### config.mk
export PLATFORM = sky130hd
export DESIGN_NAME = dmem_arbiter
export DESIGN_NICKNAME = d
export VERILOG_FILES = /design/src/rtl/dmem_arb_pkg.sv /design/src/rtl/dmem_be_merge.sv /design/src/rtl/dmem_arbiter.sv
export SDC_FILE = /design/constraint.sdc
export NUM_CORES = 1
export LEC_CHECK = 0
export CAP_MARGIN = 5
export CELL_PAD_IN_SITES_DETAIL_PLACEMENT = 0
export CELL_PAD_IN_SITES_GLOBAL_PLACEMENT = 2
export CORE_MARGIN = 8
export CORE_UTILIZATION = 20
export CTS_CLUSTER_DIAMETER = 50
export DETAILED_ROUTE_END_ITERATION = 12
export GPL_TIMING_DRIVEN = 0
export PLACE_DENSITY_LB_ADDON = 0.1
export SYNTH_ARGS = -nofsm -noshare
export SYNTH_HDL_FRONTEND = slang
export SYNTH_SLANG_ARGS = --single-unit
export TNS_END_PERCENT = 50
### constraint.sdc
create_clock -name clk_i -period 1.9 [get_ports clk_i]
set_clock_uncertainty 0.2 [all_clocks]
set_input_delay 0.475 -clock clk_i [delete_from_list [all_inputs] [get_ports clk_i]]
set_output_delay 0.475 -clock clk_i [all_outputs]
set_load 0.005 [all_outputs]
### src/rtl/dmem_arb_pkg.sv
// -----------------------------------------------------------------------------
// dmem_arb_pkg
// Shared types and constants for the two-port data-memory arbiter.
//   state_e      : sequencer states IDLE -> ACCESS -> RESP
//   port_id_t    : requester identifier (port 0 = core LSU, port 1 = debug/DMA)
//   BE_*         : byte-enable patterns considered well-formed stores
//   be_is_legal  : helper that checks a byte-enable against the legal set
// Optional feature macro used by the arbiter: DMEM_ARB_ERR_EN
// -----------------------------------------------------------------------------
package dmem_arb_pkg;

    localparam int NUM_PORTS = 2;

    typedef enum logic [1:0] {
        IDLE   = 2'd0,
        ACCESS = 2'd1,
        RESP   = 2'd2
    } state_e;

    typedef logic port_id_t;

    localparam logic [3:0] BE_WORD    = 4'b1111;
    localparam logic [3:0] BE_HALF_LO = 4'b0011;
    localparam logic [3:0] BE_HALF_HI = 4'b1100;
    localparam logic [3:0] BE_BYTE_0  = 4'b0001;
    localparam logic [3:0] BE_BYTE_1  = 4'b0010;
    localparam logic [3:0] BE_BYTE_2  = 4'b0100;
    localparam logic [3:0] BE_BYTE_3  = 4'b1000;

    // Only naturally aligned word, halfword and byte stores are well-formed.
    function automatic logic be_is_legal(input logic [3:0] be);
        logic legal;
        legal = 1'b0;
        if ((be == BE_WORD)    || (be == BE_HALF_LO) || (be == BE_HALF_HI) ||
            (be == BE_BYTE_0)  || (be == BE_BYTE_1)  || (be == BE_BYTE_2)  ||
            (be == BE_BYTE_3)) begin
            legal = 1'b1;
        end
        return legal;
    endfunction

endpackage

### src/rtl/dmem_be_merge.sv
// -----------------------------------------------------------------------------
// dmem_be_merge
// Combinational byte-lane merge used for read-modify-write stores.
//   old_i  : word currently held in memory
//   new_i  : store data, byte lanes aligned to the address
//   be_i   : one enable per byte lane, 1 = take the lane from new_i
//   word_o : merged word to be written back
// -----------------------------------------------------------------------------
module dmem_be_merge #(
    parameter int REG_SIZE = 32
) (
    input  logic [REG_SIZE-1:0]   old_i,
    input  logic [REG_SIZE-1:0]   new_i,
    input  logic [REG_SIZE/8-1:0] be_i,
    output logic [REG_SIZE-1:0]   word_o
);

    // Start from the old word and overwrite only the enabled lanes.
    always_comb begin
        word_o = old_i;
        for (int b = 0; b < REG_SIZE/8; b++) begin
            if (be_i[b]) begin
                word_o[8*b +: 8] = new_i[8*b +: 8];
            end
        end
    end

endmodule

### src/rtl/dmem_arbiter.sv
// -----------------------------------------------------------------------------
// dmem_arbiter
// Shares one single-port data memory (combinational read, posedge write)
// between port 0 (core LSU) and port 1 (debug/DMA loader). Requests use a
// valid/ready handshake, grants are round-robin, stores are a single-cycle
// read-modify-write and every access returns a one-cycle registered response.
//   clk_i, rst_ni       : clock, asynchronous active-low reset
//   req_valid_i/ready_o : per-port request handshake
//   req_we_i, req_be_i  : store flag and byte enables per port
//   req_addr_i          : byte address per port
//   req_wdata_i         : store data per port
//   rsp_valid_o         : response pulse to the owning port
//   rsp_rdata_o         : load data (0 for stores)
//   rsp_err_o           : access error flag
//   mem_we_o/addr_o/wdata_o/rdata_i : memory interface
// Optional feature: define DMEM_ARB_ERR_EN to flag out-of-range addresses and
// malformed byte enables; otherwise addresses wrap modulo memory size.
// -----------------------------------------------------------------------------
module dmem_arbiter
    import dmem_arb_pkg::*;
#(
    parameter int REG_SIZE       = 32,
    parameter int MEM_SIZE_IN_KB = 1
) (
    input  logic                                    clk_i,
    input  logic                                    rst_ni,
    input  logic [NUM_PORTS-1:0]                    req_valid_i,
    output logic [NUM_PORTS-1:0]                    req_ready_o,
    input  logic [NUM_PORTS-1:0]                    req_we_i,
    input  logic [NUM_PORTS-1:0][REG_SIZE/8-1:0]    req_be_i,
    input  logic [NUM_PORTS-1:0][REG_SIZE-1:0]      req_addr_i,
    input  logic [NUM_PORTS-1:0][REG_SIZE-1:0]      req_wdata_i,
    output logic [NUM_PORTS-1:0]                    rsp_valid_o,
    output logic [REG_SIZE-1:0]                     rsp_rdata_o,
    output logic                                    rsp_err_o,
    output logic                                    mem_we_o,
    output logic [REG_SIZE-1:0]                     mem_addr_o,
    output logic [REG_SIZE-1:0]                     mem_wdata_o,
    input  logic [REG_SIZE-1:0]                     mem_rdata_i
);

    localparam int NO_OF_REGS = MEM_SIZE_IN_KB * 1024 / 4;
    localparam int IDX_W      = $clog2(NO_OF_REGS);
    localparam int BE_W       = REG_SIZE / 8;

    state_e              state_q, state_d;
    port_id_t            last_grant_q, last_grant_d;
    port_id_t            grant_q, grant_d;
    logic                we_q, we_d;
    logic [BE_W-1:0]     be_q, be_d;
    logic [REG_SIZE-1:0] addr_q, addr_d;
    logic [REG_SIZE-1:0] wdata_q, wdata_d;
    logic [REG_SIZE-1:0] rdata_q, rdata_d;
    logic                err_q, err_d;

    port_id_t            win;
    logic                access_err;
    logic [REG_SIZE-1:0] word_addr;
    logic [REG_SIZE-1:0] merged_word;
    logic                unused_addr_bits;

    // Round-robin pick: a lone requester always wins; on a tie the port that
    // was not granted last time goes first.
    always_comb begin
        win = 1'b0;
        if (&req_valid_i) begin
            win = ~last_grant_q;
        end else if (req_valid_i[1]) begin
            win = 1'b1;
        end
    end

`ifdef DMEM_ARB_ERR_EN
    assign access_err = (addr_q[REG_SIZE-1:2] >= (REG_SIZE-2)'(NO_OF_REGS)) ||
                        (we_q && !be_is_legal(be_q));
    assign word_addr  = {addr_q[REG_SIZE-1:2], 2'b00};
    assign unused_addr_bits = ^addr_q[1:0];
`else
    // Without checking, bits above the word index are dropped so the address
    // simply wraps around the memory.
    assign access_err = 1'b0;
    assign word_addr  = {{(REG_SIZE-IDX_W-2){1'b0}}, addr_q[IDX_W+1:2], 2'b00};
    assign unused_addr_bits = ^{addr_q[REG_SIZE-1:IDX_W+2], addr_q[1:0]};
`endif

    dmem_be_merge #(
        .REG_SIZE (REG_SIZE)
    ) u_merge (
        .old_i  (mem_rdata_i),
        .new_i  (wdata_q),
        .be_i   (be_q),
        .word_o (merged_word)
    );

    // State and captured-request registers; reset discards any transaction in
    // flight and leaves port 0 as the first winner.
    always_ff @(posedge clk_i or negedge rst_ni) begin
        if (!rst_ni) begin
            state_q      <= IDLE;
            last_grant_q <= 1'b1;
            grant_q      <= 1'b0;
            we_q         <= 1'b0;
            be_q         <= '0;
            addr_q       <= '0;
            wdata_q      <= '0;
            rdata_q      <= '0;
            err_q        <= 1'b0;
        end else begin
            state_q      <= state_d;
            last_grant_q <= last_grant_d;
            grant_q      <= grant_d;
            we_q         <= we_d;
            be_q         <= be_d;
            addr_q       <= addr_d;
            wdata_q      <= wdata_d;
            rdata_q      <= rdata_d;
            err_q        <= err_d;
        end
    end

    // Sequencer: IDLE accepts one request, ACCESS drives the memory for a
    // single cycle (store = read-modify-write), RESP pulses the response.
    always_comb begin
        state_d      = state_q;
        last_grant_d = last_grant_q;
        grant_d      = grant_q;
        we_d         = we_q;
        be_d         = be_q;
        addr_d       = addr_q;
        wdata_d      = wdata_q;
        rdata_d      = rdata_q;
        err_d        = err_q;
        req_ready_o  = '0;
        rsp_valid_o  = '0;
        rsp_rdata_o  = '0;
        rsp_err_o    = 1'b0;
        mem_we_o     = 1'b0;
        mem_addr_o   = '0;
        mem_wdata_o  = '0;

        case (state_q)
            IDLE: begin
                if (|req_valid_i) begin
                    req_ready_o[win] = 1'b1;
                    last_grant_d     = win;
                    grant_d          = win;
                    we_d             = req_we_i[win];
                    be_d             = req_be_i[win];
                    addr_d           = req_addr_i[win];
                    wdata_d          = req_wdata_i[win];
                    state_d          = ACCESS;
                end
            end
            ACCESS: begin
                mem_addr_o = word_addr;
                err_d      = access_err;
                rdata_d    = '0;
                if (!access_err) begin
                    if (we_q) begin
                        mem_wdata_o = merged_word;
                        mem_we_o    = |be_q;
                    end else begin
                        rdata_d = mem_rdata_i;
                    end
                end
                state_d = RESP;
            end
            RESP: begin
                rsp_valid_o[grant_q] = 1'b1;
                rsp_rdata_o          = rdata_q;
                rsp_err_o            = err_q;
                state_d              = IDLE;
            end
            default: begin
                state_d = IDLE;
            end
        endcase
    end

endmodule

==> results_dict.tcl, run 1 <==
set metrics [dict create \
    grt_first_pass_wirelength_microns 30800 \
    finalCritPeriodShare 1.17 \
    vias 4485 \
    io_pins 276 \
    cts-buffers-inserted 9 \
    ant_nets 0 \
    whs_ps 255 \
    grt.total_usage 0.144 \
    clock-root-buffer "clkbuf_16" \
    final_cell_mix "clkdlybuf4s50_1, nand2_1, dfrtp_1, buf_4, buf_6" \
    rsz0062_at_grt "true" \
    ys_seq_elements 81 \
    path_class "flop to output port" \
    synth.yosys.seq_area_share 0.451 \
    maxCapViolations 0 \
    nets 951 \
    routedWlPerCell_microns 18.6 \
    final_common_cell "clkdlybuf4s50_1" \
    cp.required_ps 1220 \
    drt-initial-drc-count 152 \
    cts_tree "built" \
    synth.distinct_cells 26 \
    die_area_sq_mm 0.0275 \
    arrival_ps 1550 \
    fp-row-count 55 \
    cts_buffer_depth 2 \
    syn_area_sq_mm 0.00449 \
    drcViolationCount 0 \
    core_area_sq_mm 0.0224 \
    clock-sinks 81 \
    fill_cells 2325 \
    drive_gt1_frac 0.328 \
    initial_core_util 0.201 \
    antenna_found_initial 0 \
    post-dp-hpwl_microns 14500 \
    grt_max_degree 63 \
    finalWorstSetupSlack_ps -329 \
    max-slew-margin-rel 0.629 \
    totalPowerFinal_w 0.0113 \
    syn_avg_cell_area_sq_um 8.79 \
    crit_path_start_kind "flop" \
    register_area_sq_mm 0.00204 \
    cts.reportedPaths.clkPinSlew_ps 60 \
    stdcell_count 1066 \
    status "finished with violations" \
    max_freq_mhz 449 \
    yosys_warnings 0 \
    drt_pass1_iterations 4 \
    diodes 0 \
    hold_path.class "flop to flop" \
    p_leak_nw 3.81 \
    multiInputGateArea_sq_mm 0.00251 \
    grt_pass1_vias 4945 \
    place_congestion 0.698 \
    clock_latency_ps 340 \
    grt_overflow 0 \
    cp-end-kind "output port" \
    tightestPinTransition_ps 556 \
    place_area_sq_mm 0.00699 \
    post-route-min-period_ps 2230 \
    violations "negative setup slack" \
    reg2regPathDepth 6 \
    place_inst 1023 \
    die_width_microns 166 \
    area_growth_pct 78.5 \
    drv_slew 0 \
    ir_worst_vdd_mv 0.351 \
    tns_ps -19040 \
    finalHoldViolCount 0 \
    final_cell_area_sq_mm 0.00802 \
    avgViaCountPerCell 4.21 \
    hold_depth 2 \
    setup_viol 77 \
    cts-htree-levels 3 \
    path_max_fanout 7 \
    synth_cells 511 \
    die_h_microns 166 \
    powerDensity_mw_per_mm2 1410 \
    numPortBuffers 202 \
    routed_wl_microns 19800 \
]
## registers in the layout, indices dropped and copies added (netlist names)
| register | flops |
|---|---|
| addr_q | 8 |
| rdata_q | 32 |
| wdata_q | 32 |
| state_q | 2 |
| last_grant_q | 1 |
| grant_q | 1 |
| we_q | 1 |
| be_q | 4 |
## routing by layer
layer	routed length, microns	vias up	GRT usage	share of wire
met2	9570	141	0.240	0.48
li1	-	2216	-	-
met1	9240	2120	0.187	0.47
met5	0	-	0	0
met4	182	0	0.0403	0.0092
met3	848	8	0.0290	0.043
## metrics by stage
step / util / setup slack [ps]
floorplan: - / 81.0
global placement: 0.311 / -3170
detailed placement: 0.312 / -1220
CTS: 0.347 / -360
global route: 0.359 / -422
finish: 0.359 / -329
## critical path: stages (launching register included)
cell and delay, ps:
dfrtp_1 400, nand2b_4 180, inv_8 70, nand2_8 90, buf_8 150, buf_12 140, nor2_4 70, buf_2 110
## cells by family after synthesis
logic type | after synthesis | synth area share
simple gates | 252 | 0.274
buf+inv | 69 | 0.0869
compound gates | 76 | 0.116
mux | 32 | 0.0713
flops | 81 | 0.451
other cells | 1 | 0.000835
## power by group
group | internal [W] | total [W] | switching, W
clock | 0.00118 | 0.00188 | 0.000699
sequential | 0.00261 | 0.00330 | 0.000696
combinational | 0.00321 | 0.00613 | 0.00292
total | 0.00699 | 0.0113 | 0.00432
## area by class of cell
cell class,count,share of cell area
inverter,2,0.00250
clock inverter,3,0.00811
multi-input combinational,385,0.313
clock buffer,12,0.0307
buffer,62,0.0660
timing repair buffer,236,0.281
sequential,81,0.255
tap,285,0.0445
## synthesized netlist by cell type (all sizes together)
master	count	area [sq um]
mux2i	32	320
a21boi	1	11.3
nor3	1	5.00
nor4	1	6.26
and2	41	257
and3	19	119
conb	1	3.75
nor2	34	128
nand2	120	450
a21o	2	15.0
dfstp	1	26.3
dfrtp	80	2000
buf	45	300
inv	2	7.51
or2	1	6.26
nand2b	1	6.26
a31oi	27	169
a221o	18	180
clkbuf	22	82.6
a21oi	27	135
nor2b	2	12.5
nand3b	32	240
a21bo	1	10.0
## final timing paths
check	end	slack [ps]	start
setup / recovery	mem_wdata_o[30]	-330	state_q[1]$_DFFE_PN0P_
hold / removal	rdata_q[3]$_DFFE_PN0P_	260	rdata_q[3]$_DFFE_PN0P_
setup reg to reg	addr_q[8]$_DFFE_PN0P_	90	state_q[0]$_DFFE_PN0P_
hold reg to reg	rdata_q[3]$_DFFE_PN0P_	260	rdata_q[3]$_DFFE_PN0P_
max in group asynchronous	be_q[1]$_DFFE_PN0P_	490	rst_ni
min in group asynchronous	wdata_q[25]$_DFFE_PN0P_	370	rst_ni
## what timing repair did
action | in CTS | in global routing
gates cloned | 4 | 1
pin swaps | 56 | 8
gates resized for setup | 462 | 71
hold buffers | 1 | 0
hold endpoints to repair | 19 | 0
endpoints found under the setup margin | 124 | 123
buffers inserted | 21 | 8
Note: power is estimated with default switching activity, not from simulation.
==> run 2, diff against run 1 <==
--- a/config.mk
+++ b/config.mk
@@ -8,9 +8,9 @@
 export CAP_MARGIN = 5
 export CELL_PAD_IN_SITES_DETAIL_PLACEMENT = 0
 export CELL_PAD_IN_SITES_GLOBAL_PLACEMENT = 2
+export CORE_ASPECT_RATIO = 0.6
 export CORE_MARGIN = 8
 export CORE_UTILIZATION = 20
-export CTS_CLUSTER_DIAMETER = 50
 export DETAILED_ROUTE_END_ITERATION = 12
 export GPL_TIMING_DRIVEN = 0
 export PLACE_DENSITY_LB_ADDON = 0.1
==> results_dict.tcl, run 2 (same netlist as run 1, synthesis figures left out) <==
set metrics [dict create \
    ant_nets 0 \
    setup_viol 77 \
    finalWorstSetupSlack_ps -393 \
    clock_latency_ps 340 \
    area_growth_pct 81.5 \
    critPathMaxStageDelay_ps 400 \
    routedWlPerCell_microns 19.8 \
    antenna_found_initial 5 \
    cts_tree "built" \
    max_freq_mhz 436 \
    clock-sinks 81 \
    cp.buffers_inverters 4 \
    dr_wl_met3_microns 1670 \
    die_width_microns 210 \
    slowest_stage "dfrtp_1" \
    grt_max_degree 58 \
    drcViolationCount 0 \
    p_leak_nw 3.85 \
    place_congestion 0.747 \
    place_ws_ps -1150 \
    path_max_fanout 7 \
    powerDensity_mw_per_mm2 1420 \
    final_common_cell "clkdlybuf4s50_1" \
    dr.max_layer_used "met5" \
    cp_cell_sequence "nand2b_4 -> inv_8 -> nand2_8 -> buf_8 -> buf_12 -> nor2_4 -> buf_6" \
    vias 4612 \
    rsz0062_at_grt "true" \
    wl_met1_microns 10200 \
    avgViaCountPerCell 4.30 \
    crit_path_start_kind "flop" \
    cp.required_ps 1220 \
    fp-row-count 42 \
    grt_pass1_vias 5125 \
    clock-root-buffer "clkbuf_16" \
    status "finished with violations" \
    cts-buffers-inserted 9 \
    die_area_sq_mm 0.0277 \
    diodes 0 \
    grt_overflow 0 \
    die_h_microns 132 \
    numPortBuffers 202 \
    core_area_sq_mm 0.0221 \
    reg.largest.list "rdata_q (32), wdata_q (32), addr_q (8)" \
    tns_ps -22020 \
    finalHoldViolCount 0 \
    io_pins 276 \
    cp-end-kind "output port" \
    fin_util 0.369 \
    finalCritPeriodShare 1.21 \
    tightestPinTransition_ps 528 \
    routed_wl_microns 21300 \
    drt_pass1_iterations 6 \
    path_class "flop to output port" \
    arrival_ps 1620 \
    post-route-min-period_ps 2290 \
    cts.reportedPaths.clkPinSlew_ps 60 \
    place_inst 1024 \
    path_delay_family "buffers and inverters" \
    drive_gt1_frac 0.346 \
    violations "negative setup slack" \
    cts-htree-levels 3 \
    final_cell_mix "clkdlybuf4s50_1, nand2_1, dfrtp_1, buf_6, buf_4" \
    stdcell_count 1072 \
    max-slew-margin-rel 0.648 \
    initial_core_util 0.204 \
    cts_buffer_depth 2 \
    grt_first_pass_wirelength_microns 32200 \
    drt-initial-drc-count 217 \
    grt.total_usage 0.153 \
    ir_worst_vdd_mv 0.483 \
    drv_slew 0 \
    maxCapViolations 0 \
    post-dp-hpwl_microns 15600 \
    nets 955 \
    wl_met2_microns 9160 \
    hold_path.class "flop to flop" \
]
-- run 2: area by class of cell --
cell class	instances	area (sq um)
clock inverter	2	10.0
fill	2282	13900
buffer	61	534
tap	286	358
multi-input combinational	385	2560
sequential	81	2040
inverter	2	17.5
timing repair buffer	241	2350
clock buffer	14	284
-- run 2: path summary, 6_finish.rpt --
kind                                               from                      end  slack, ps  cells after the start
min in group asynchronous                        rst_ni    addr_q[3]$_DFFE_PN0P_        400                      2
worst min-delay path            rdata_q[25]$_DFFE_PN0P_  rdata_q[25]$_DFFE_PN0P_        260                      2
worst min register to register  rdata_q[25]$_DFFE_PN0P_  rdata_q[25]$_DFFE_PN0P_        260                      2
worst max register to register   state_q[0]$_DFFE_PN0P_   wdata_q[1]$_DFFE_PN0P_         20                      7
worst max-delay path             state_q[1]$_DFFE_PN0P_          mem_wdata_o[23]       -390                      7
max in group asynchronous                        rst_ni      be_q[3]$_DFFE_PN0P_        430                      3
-- run 2: worst min-delay path: cells and delay by family, from the launching register on --
family | cells | cell delay (ps)
DFF | 1 | 340
and+or+nand+nor | 2 | 100
-- run 2: timing repair --
| item | in CTS | in global routing |
|---|---|---|
| hold endpoints to repair | 24 | 0 |
| setup buffers | 31 | 4 |
| endpoints found under the setup margin | 140 | 135 |
| gates cloned | 5 | 0 |
| resized for setup | 504 | 69 |
| hold buffers | 1 | 0 |
| pin swaps | 60 | 13 |
-- run 2: routing by layer --
metal  GRT usage  up-vias
met1       0.203     2216
met4      0.0257       10
met3      0.0627       18
li1            -     2224
met5           0        -
met2       0.232      144
-- run 2: stage by stage --
stage / area [sq um] / total power [W] / hold WS, ps
after CTS: 7980 / 0.0114 / 271
after floorplan: 4580 / 0.00567 / -20.6
after detailed placement: 6990 / 0.00810 / 227
final: 8150 / 0.0116 / 265
after global routing: 8150 / 0.0124 / 289
after global placement: 6960 / 0.00802 / 246
-- run 2: where the power goes --
group,total (W),switching (W),internal (W),leakage (nW)
clock network,0.00177,0.000748,0.00103,0.149
registers,0.00329,0.000680,0.00261,0.985
logic,0.00652,0.00315,0.00337,2.71
total,0.0116,0.00458,0.00700,3.85
==> run 3, diff against run 2 <==
--- a/config.mk
+++ b/config.mk
@@ -14,6 +14,7 @@
 export DETAILED_ROUTE_END_ITERATION = 12
 export GPL_TIMING_DRIVEN = 0
 export PLACE_DENSITY_LB_ADDON = 0.1
+export SKIP_LAST_GASP = 1
 export SYNTH_ARGS = -nofsm -noshare
 export SYNTH_HDL_FRONTEND = slang
 export SYNTH_SLANG_ARGS = --single-unit
==> results_dict.tcl, run 3 (same netlist as run 1, synthesis figures left out) <==
set metrics [dict create \
    final_cell_area_sq_mm 0.00811 \
    fin_util 0.367 \
    grt_max_degree 58 \
    grt.total_usage 0.153 \
    powerDensity_mw_per_mm2 1410 \
    post-route-min-period_ps 2300 \
    crit_path_start_kind "flop" \
    path_max_fanout 7 \
    r2r_end "wdata_q[1]$_DFFE_PN0P_" \
    clock-root-buffer "clkbuf_16" \
    status "finished with violations" \
    cts_buffer_depth 2 \
    drive_gt1_frac 0.335 \
    drv_slew 0 \
    drt-initial-drc-count 241 \
    rsz0062_at_grt "true" \
    grt_first_pass_wirelength_microns 32200 \
    final_common_cell "clkdlybuf4s50_1" \
    slowest_stage "dfrtp_1" \
    timing.hold.worst_endpoint "rdata_q[3]$_DFFE_PN0P_" \
    antenna_found_initial 5 \
    reg2regPathDepth 6 \
    critPathMaxStageDelay_ps 400 \
    cts-htree-levels 3 \
    post-dp-hpwl_microns 15600 \
    grt_pass1_vias 5111 \
    nets 956 \
    die_width_microns 210 \
    clock_latency_ps 350 \
    initial_core_util 0.204 \
    cp-end-kind "output port" \
    clock-sinks 81 \
    cts.reportedPaths.clkPinSlew_ps 60 \
    max_freq_mhz 435 \
    place_area_sq_mm 0.00699 \
    routed_wl_microns 21300 \
    hold_depth 2 \
    place_ws_ps -1150 \
    finalHoldViolCount 0 \
    core_area_sq_mm 0.0221 \
    cp.required_ps 1220 \
    setup_viol 95 \
    die_area_sq_mm 0.0277 \
    grt_overflow 0 \
    diodes 0 \
    max-slew-margin-rel 0.628 \
    hold_path.class "flop to flop" \
    regToRegSetupSlack_ps -50 \
    path_delay_family "buffers and inverters" \
    cts_tree "built" \
    drt_pass1_iterations 4 \
    reg.largest.list "rdata_q (32), wdata_q (32), addr_q (8)" \
    whs_ps 264 \
    tightestPinTransition_ps 558 \
    maxCapViolations 0 \
    path_class "flop to output port" \
    ir_worst_vdd_mv 0.483 \
    routedWlPerCell_microns 19.9 \
    ant_nets 0 \
    area_growth_pct 80.5 \
    p_leak_nw 3.82 \
    avgViaCountPerCell 4.31 \
    reg2reg_from "state_q[0]$_DFFE_PN0P_" \
    tns_ps -23030 \
    fill_cells 2290 \
    arrival_ps 1620 \
    finalWorstSetupSlack_ps -400 \
    drcViolationCount 0 \
    io_pins 276 \
    cts-buffers-inserted 9 \
    finalCritPeriodShare 1.21 \
    die_h_microns 132 \
    fp-row-count 42 \
    final_cell_mix "clkdlybuf4s50_1, nand2_1, dfrtp_1, buf_6, buf_4" \
    vias 4623 \
    cp_cell_sequence "nand2b_4 -> inv_8 -> nand2_8 -> buf_8 -> buf_12 -> nor2_2 -> buf_2" \
    place_congestion 0.747 \
    hp-start "rdata_q[3]$_DFFE_PN0P_" \
    numPortBuffers 202 \
    cp.buffers_inverters 4 \
    violations "negative setup slack" \
]
==> run 3: changes by cell type in the layout (fill, tap and decap cells not counted), sizes merged <==
cell           delta
inv               -1
buf               -1
clkbuf            -1
clkdlybuf4s15     +3
clkinv            +1
==> run 3: worst min-delay path, delay by kind of cell (launching register included) <==
| family | cells | cell delay (ps) |
|---|---|---|
| simple gates | 2 | 100 |
| flops | 1 | 340 |
==> run 3: final cells by class <==
| class | count | area (sq um) | share of cell area |
|---|---|---|---|
| Multi-Input combinational cell | 385 | 2530 | 0.313 |
| Clock buffer | 14 | 284 | 0.0350 |
| Tap cell | 286 | 358 | 0.0441 |
| Timing Repair Buffer | 242 | 2350 | 0.289 |
| Clock inverter | 2 | 10.0 | 0.00123 |
| Buffer | 61 | 512 | 0.0631 |
| Sequential cell | 81 | 2040 | 0.252 |
| Inverter | 2 | 20.0 | 0.00247 |
==> run 3: how the worst max path moves through the flow <==
stage / end / startpoint / slack (ps) / cells past startpoint
after global placement: wdata_q[14]$_DFFE_PN0P_ / rst_ni / -3290 / 1
final: mem_wdata_o[28] / state_q[1]$_DFFE_PN0P_ / -400 / 7
after global routing: mem_wdata_o[28] / state_q[1]$_DFFE_PN0P_ / -490 / 7
after CTS: mem_wdata_o[21] / state_q[1]$_DFFE_PN0P_ / -390 / 7
after floorplan: mem_wdata_o[10] / state_q[1]$_DFFE_PN0P_ / 80 / 6
after detailed placement: req_ready_o[1] / req_valid_i[1] / -1150 / 5
==> run 3: per-layer routing <==
layer,up-vias,share of wire,global-route usage
met1,2217,0.48,0.204
met2,152,0.43,0.230
met4,10,0.0075,0.0257
li1,2224,-,-
met3,20,0.080,0.0627
met5,-,0.0028,0
==> run 3: repair_timing <==
item | CTS | global route
hold buffers | 1 | 0
cloned | 5 | 0
hold endpoints to repair | 24 | 0
buffers inserted | 31 | 5
resized for setup | 472 | 85
endpoints found under the setup margin | 140 | 143
pin swaps | 57 | 13
==> run 3: where the power goes <==
part / switching (W) / leakage (nW) / internal (W)
sequential: 0.000674 / 0.985 / 0.00261
combinational: 0.00313 / 2.69 / 0.00328
clock: 0.000746 / 0.149 / 0.00103
total: 0.00455 / 3.82 / 0.00692
==> run 3: metrics by stage <==
stage	power, W	cells
after floorplan	0.00567	535
after global placement	0.00802	1023
after detailed placement	0.00810	1024
after CTS	0.0113	1072
after global routing	0.0123	1073
final	0.0115	1073
==> variant 1, RTL diff (config.mk and constraints of run 1) <==
The option `DMEM_ARB_ERR_EN` is turned on by a define.
--- a/src/rtl/dmem_arbiter.sv
+++ b/src/rtl/dmem_arbiter.sv
@@ -16,6 +16,8 @@
 // Optional feature: define DMEM_ARB_ERR_EN to flag out-of-range addresses and
 // malformed byte enables; otherwise addresses wrap modulo memory size.
 // -----------------------------------------------------------------------------
+`define DMEM_ARB_ERR_EN
+
 module dmem_arbiter
     import dmem_arb_pkg::*;
 #(
Formal check against the unedited RTL: not equivalent (a bounded check fails within 4 cycles, from zero or initial values and one cycle with rst_ni low).
==> variant 1 against run 1 <==
The run still ends with negative setup slack left; worst setup slack lost 690 ps; critical path depth grew 1; clock power grew 10%; design area grew 28%; wire length grew 22%; synthesized cell count grew 6.5%; total power grew 2.8%; sequential cell count grew 23; hold slack gained 13 ps; synthesized area grew 20%; largest power group unchanged.
==> variant 1: results (changes against run 1) <==
| Metric | Value |
|---|---|
| Pre-CTS setup slack | `-1580 ps (-351 ps)` |
| Final Wtd Congestion | `0.725 (+3.8%)` |
| Status | `complete, but fails checks` |
| CP startpoint | `addr_q[12]` |
| XOR/XNOR Fraction of Synth Area | `0 (unchanged)` |
| Synth top cells by count | `nand2_1 (118), dfrtp_1 (103), and2_1 (65)` |
| Slew @ Worst Pin | `549 ps (-7.46 ps)` |
| Post-synthesis mux area share | `0.0982 (+0.0269)` |
| Final setup viols | `145 (+88%)` |
| Adder-Cell Fraction of Synth Area | `0 (unchanged)` |
| Number of global-route vias before repair | `5929 (+20%)` |
| Via density per instance | `4.30 (+2.1%)` |
| Biggest regs | `rdata_q (32), wdata_q (32), addr_q (30)` |
| Sw frac | `0.363 (-0.0190)` |
| Final nets | `1060 (+11%)` |
| First-pass GRT wire length | `36300 um (+18%)` |
| Sequential fraction of the synthesis area | `0.482 (+0.0305)` |
| Hpwl dp | `17900 um (+23%)` |
| CP arrival | `2240 ps (+690 ps)` |
| Worst min-delay path startpoint | `wdata_q[2]` |
| Violated checks | `negative setup slack` |
| Final WS setup | `-1020 ps (-686 ps)` |
| # port buffers | `269 (+33%)` |
| Post-Route WL | `24200 um (+22%)` |
| R2r startpoint | `addr_q[12]` |
| Layout cells sized above 1 | `0.390 (+0.0621)` |
| Initial DRC count | `163 (+7.2%)` |
| Max IR drop VDD | `0.000383 V (+9.1%)` |
| Largest delay share family, worst path | `simple AND/OR/NAND/NOR gates` |
| Cell variety after synth | `31 (+19%)` |
| Leading post-synthesis cells by cell area | `dfrtp_1 (48%), nand2_1 (8.2%), and2_1 (7.5%)` |
==> variant 1: changes by cell type after synthesis, sizes merged, moves of 28 or more <==
cell / run 1 / this run
a22o: 0 / 32
a22oi: 0 / 51
mux2: 0 / 32
nand3b: 32 / 0
nor2: 34 / 6
==> variant 1: per-layer routing <==
layer | up-vias | GRT usage | wire length (um)
met3 | 14 | 0.0452 | 1590
met5 | - | 0 | 8
met4 | 2 | 0.0308 | 204
li1 | 2584 | - | -
met1 | 2520 | 0.186 | 11200
met2 | 172 | 0.234 | 11100
==> variant 1: path summary, 6_finish.rpt <==
path                                  end  slack (ps)  depth (start not counted)
max                        mem_wdata_o[8]       -1020                          8
min                            wdata_q[2]         270                          2
max reg2reg                   rdata_q[17]        -350                          9
min reg2reg                    wdata_q[2]         270                          2
max in group asynchronous     wdata_q[24]         380                          3
min in group asynchronous      rdata_q[7]         410                          2
==> variant 1: final cells by class <==
class | instances | area [um^2]
Clock buffer | 10 | 239
Antenna cell | 1 | 2.50
Buffer | 40 | 412
Sequential cell | 104 | 2610
Clock inverter | 5 | 81.3
Tap cell | 341 | 427
Fill cell | 2691 | 16500
Inverter | 2 | 20.0
Multi-Input combinational cell | 391 | 2920
Timing Repair Buffer | 338 | 3520
==> variant 1: power groups by stage <==
stage | logic [mW] | registers [mW] | clock network (mW)
after detailed placement | 4.35 | 3.55 | 0
after global routing | 6.60 | 3.67 | 2.24
after CTS | 5.66 | 3.54 | 2.16
after global placement | 4.31 | 3.52 | 0
after floorplan | 2.45 | 3.37 | 0
final | 6.00 | 3.56 | 2.07
==> variant 1: kinds of logic after synthesis <==
kind of cell,Yosys count
other,1
AOI/OAI and AO/OA,104
buffers and inverters,50
and+or+nand+nor,236
DFF,104
muxes,49
==> variant 1: what timing repair did <==
item / 4_1_cts / 5_1_grt
gates cloned: 5 / 2
endpoints found under the hold margin: 41 / 0
setup endpoints to repair: 203 / 203
buffers inserted: 50 / 20
gates resized for setup: 574 / 167
hold buffers: 1 / 0
pin swaps: 19 / 64
==> variant 1: worst min-delay path, cell delays in order (launching register included) <==
cell and delay (ps):
dfrtp_1 340, nand2_1 50, nand2_1 50
==> variant 1: metrics by stage <==
stage,cell area [um^2],setup TNS [ps],power [mW],hold slack (ps),instances
floorplan,5410,-10290,5.82,-20.6,545
global placement,8530,-628370,7.83,244,1155
detailed placement,8560,-182250,7.90,231,1156
CTS,9640,-89680,11.4,271,1225
global route,10200,-85520,12.5,293,1232
finish,10200,-69300,11.6,268,1232
==> variant 2, RTL diff (flow settings as in run 1) <==
Made on the original files. Take the reset off `be_q`, `addr_q`, `wdata_q` and `rdata_q` and load them in a clocked block of their own.
--- a/src/rtl/dmem_arbiter.sv
+++ b/src/rtl/dmem_arbiter.sv
@@ -100,22 +100,21 @@
             last_grant_q <= 1'b1;
             grant_q      <= 1'b0;
             we_q         <= 1'b0;
-            be_q         <= '0;
-            addr_q       <= '0;
-            wdata_q      <= '0;
-            rdata_q      <= '0;
             err_q        <= 1'b0;
         end else begin
             state_q      <= state_d;
             last_grant_q <= last_grant_d;
             grant_q      <= grant_d;
             we_q         <= we_d;
-            be_q         <= be_d;
-            addr_q       <= addr_d;
-            wdata_q      <= wdata_d;
-            rdata_q      <= rdata_d;
             err_q        <= err_d;
         end
+    end
+
+    always_ff @(posedge clk_i) begin
+        be_q    <= be_d;
+        addr_q  <= addr_d;
+        wdata_q <= wdata_d;
+        rdata_q <= rdata_d;
     end
 
     // Sequencer: IDLE accepts one request, ACCESS drives the memory for a
Behaviour: same outputs for any inputs over 10 cycles, from zero or initial values and one cycle with rst_ni low; that may be too few to reach the edited logic, so the function may still have changed.
==> variant 2 against run 1 <==
The run still ends with negative setup slack left; sequential cell count unchanged; total power down 14%; wire length down 25%; die area down 1.3%; count of clock-buffer cells in the layout down 1; worst setup slack worse by 96 ps; sequential power down 7.3%; first-iteration DRC count down 24%; synthesized area down 1.4%; design area down 0.66%; critical path type unchanged.
==> variant 2: results (changes against run 1) <==
| Metric | Value |
|---|---|
| Layout cells sized above 1 | `0.447 (+0.119)` |
| Sequential fraction of the synthesis area | `0.544 (+0.0925)` |
| Post-synthesis mux area share | `0.223 (+0.152)` |
| Final setup viols | `77 (unchanged)` |
| Pre-CTS setup slack | `-1000 ps (+222 ps)` |
| Hpwl dp | `11300 um (-22%)` |
| Seq/total area | `0.302 (+0.0477)` |
| Largest net degree at the start of global routing | `46 (-27%)` |
| Violated checks | `negative setup slack` |
| Leading post-synthesis cells by cell area | `edfxtp_1 (52%), mux2_4 (14%), mux2i_1 (7.2%)` |
| Number of global-route vias before repair | `3588 (-27%)` |
| Wire per inst | `16.9 um (-9.3%)` |
| Final nets | `773 (-19%)` |
| GR Util met2 | `0.200 (-0.0402)` |
| GRT Total Usage | `0.109 (-0.0356)` |
| Routed wl met2 | `8080 um (-16%)` |
| Status | `complete, but fails checks` |
| Final Wtd Congestion | `0.675 (-3.4%)` |
| Number of synthesized flops with an enable pin | `76 (+76)` |
| First-pass GRT wire length | `21800 um (-29%)` |
| Final WS setup | `-426 ps (-96.0 ps)` |
| CP arrival | `1650 ps (+100 ps)` |
| Multi-input gate count | `224 (-42%)` |
| Max IR drop VDD | `0.000508 V (+45%)` |
| GRT met3 Usage | `0.0287 (-0.000335)` |
| Placed inst area | `6900 um^2 (-1.3%)` |
| Multi-input combinational area share | `0.257 (-0.0554)` |
| Cells after DPL | `832 (-19%)` |
| Post-CTS setup buffers | `26 (+24%)` |
| Slew HR | `0.641 (+0.0115)` |
[variant 2: changes by cell type in the layout (fill, tap and decap cells not counted), sizes merged, moves of 12 or more]
| cell | before | now |
|---|---|---|
| a31oi | 27 | 1 |
| clkbuf | 32 | 19 |
| and3 | 19 | 0 |
| mux2 | 0 | 46 |
| edfxtp | 0 | 76 |
| dfrtp | 80 | 4 |
| a221o | 18 | 0 |
| nand3b | 32 | 0 |
| nand2 | 120 | 2 |
| a21oi | 27 | 1 |
| nor2b | 2 | 34 |
| buf | 154 | 142 |
[variant 2: logic make-up (layout without fill, tap and decap cells)]
kind of cell	after synthesis	after routing
multiplexers	78	78
AO/OA/AOI/OAI	5	5
buffers and inverters	46	299
other	1	25
AND/OR/NAND/NOR	115	116
flip-flops	81	81
[variant 2: path summary, 6_finish.rpt]
path,cells past startpoint,endpoint,start
min,1,state_q[1],rst_ni
min reg2reg,1,grant_q,grant_q
max in group asynchronous,1,last_grant_q,rst_ni
max,6,rsp_rdata_o[15],state_q[1]
max reg2reg,5,wdata_q[11],last_grant_q
min in group clk_i,1,grant_q,grant_q
[variant 2: where the power goes]
| group | switching [mW] | total, mW | internal, mW | leakage (nW) |
|---|---|---|---|---|
| Combinational | 2.11 | 4.97 | 2.86 | 2.45 |
| Clock | 0.677 | 1.68 | 1.00 | 0.136 |
| Sequential | 0.234 | 3.06 | 2.83 | 0.788 |
| Total | 3.02 | 9.71 | 6.69 | 3.37 |
[variant 2: critical path, delay by kind of cell (launching register included)]
kind          cells  cell delay (ps)
flops             1              410
buf+inv           4              500
simple gates      2              400
[variant 2: per-stage QoR]
step,utilization,hold slack [ps]
CTS,0.360,167
floorplan,-,-20.6
global placement,0.317,278
finish,0.366,177
global route,0.366,188
detailed placement,0.317,286
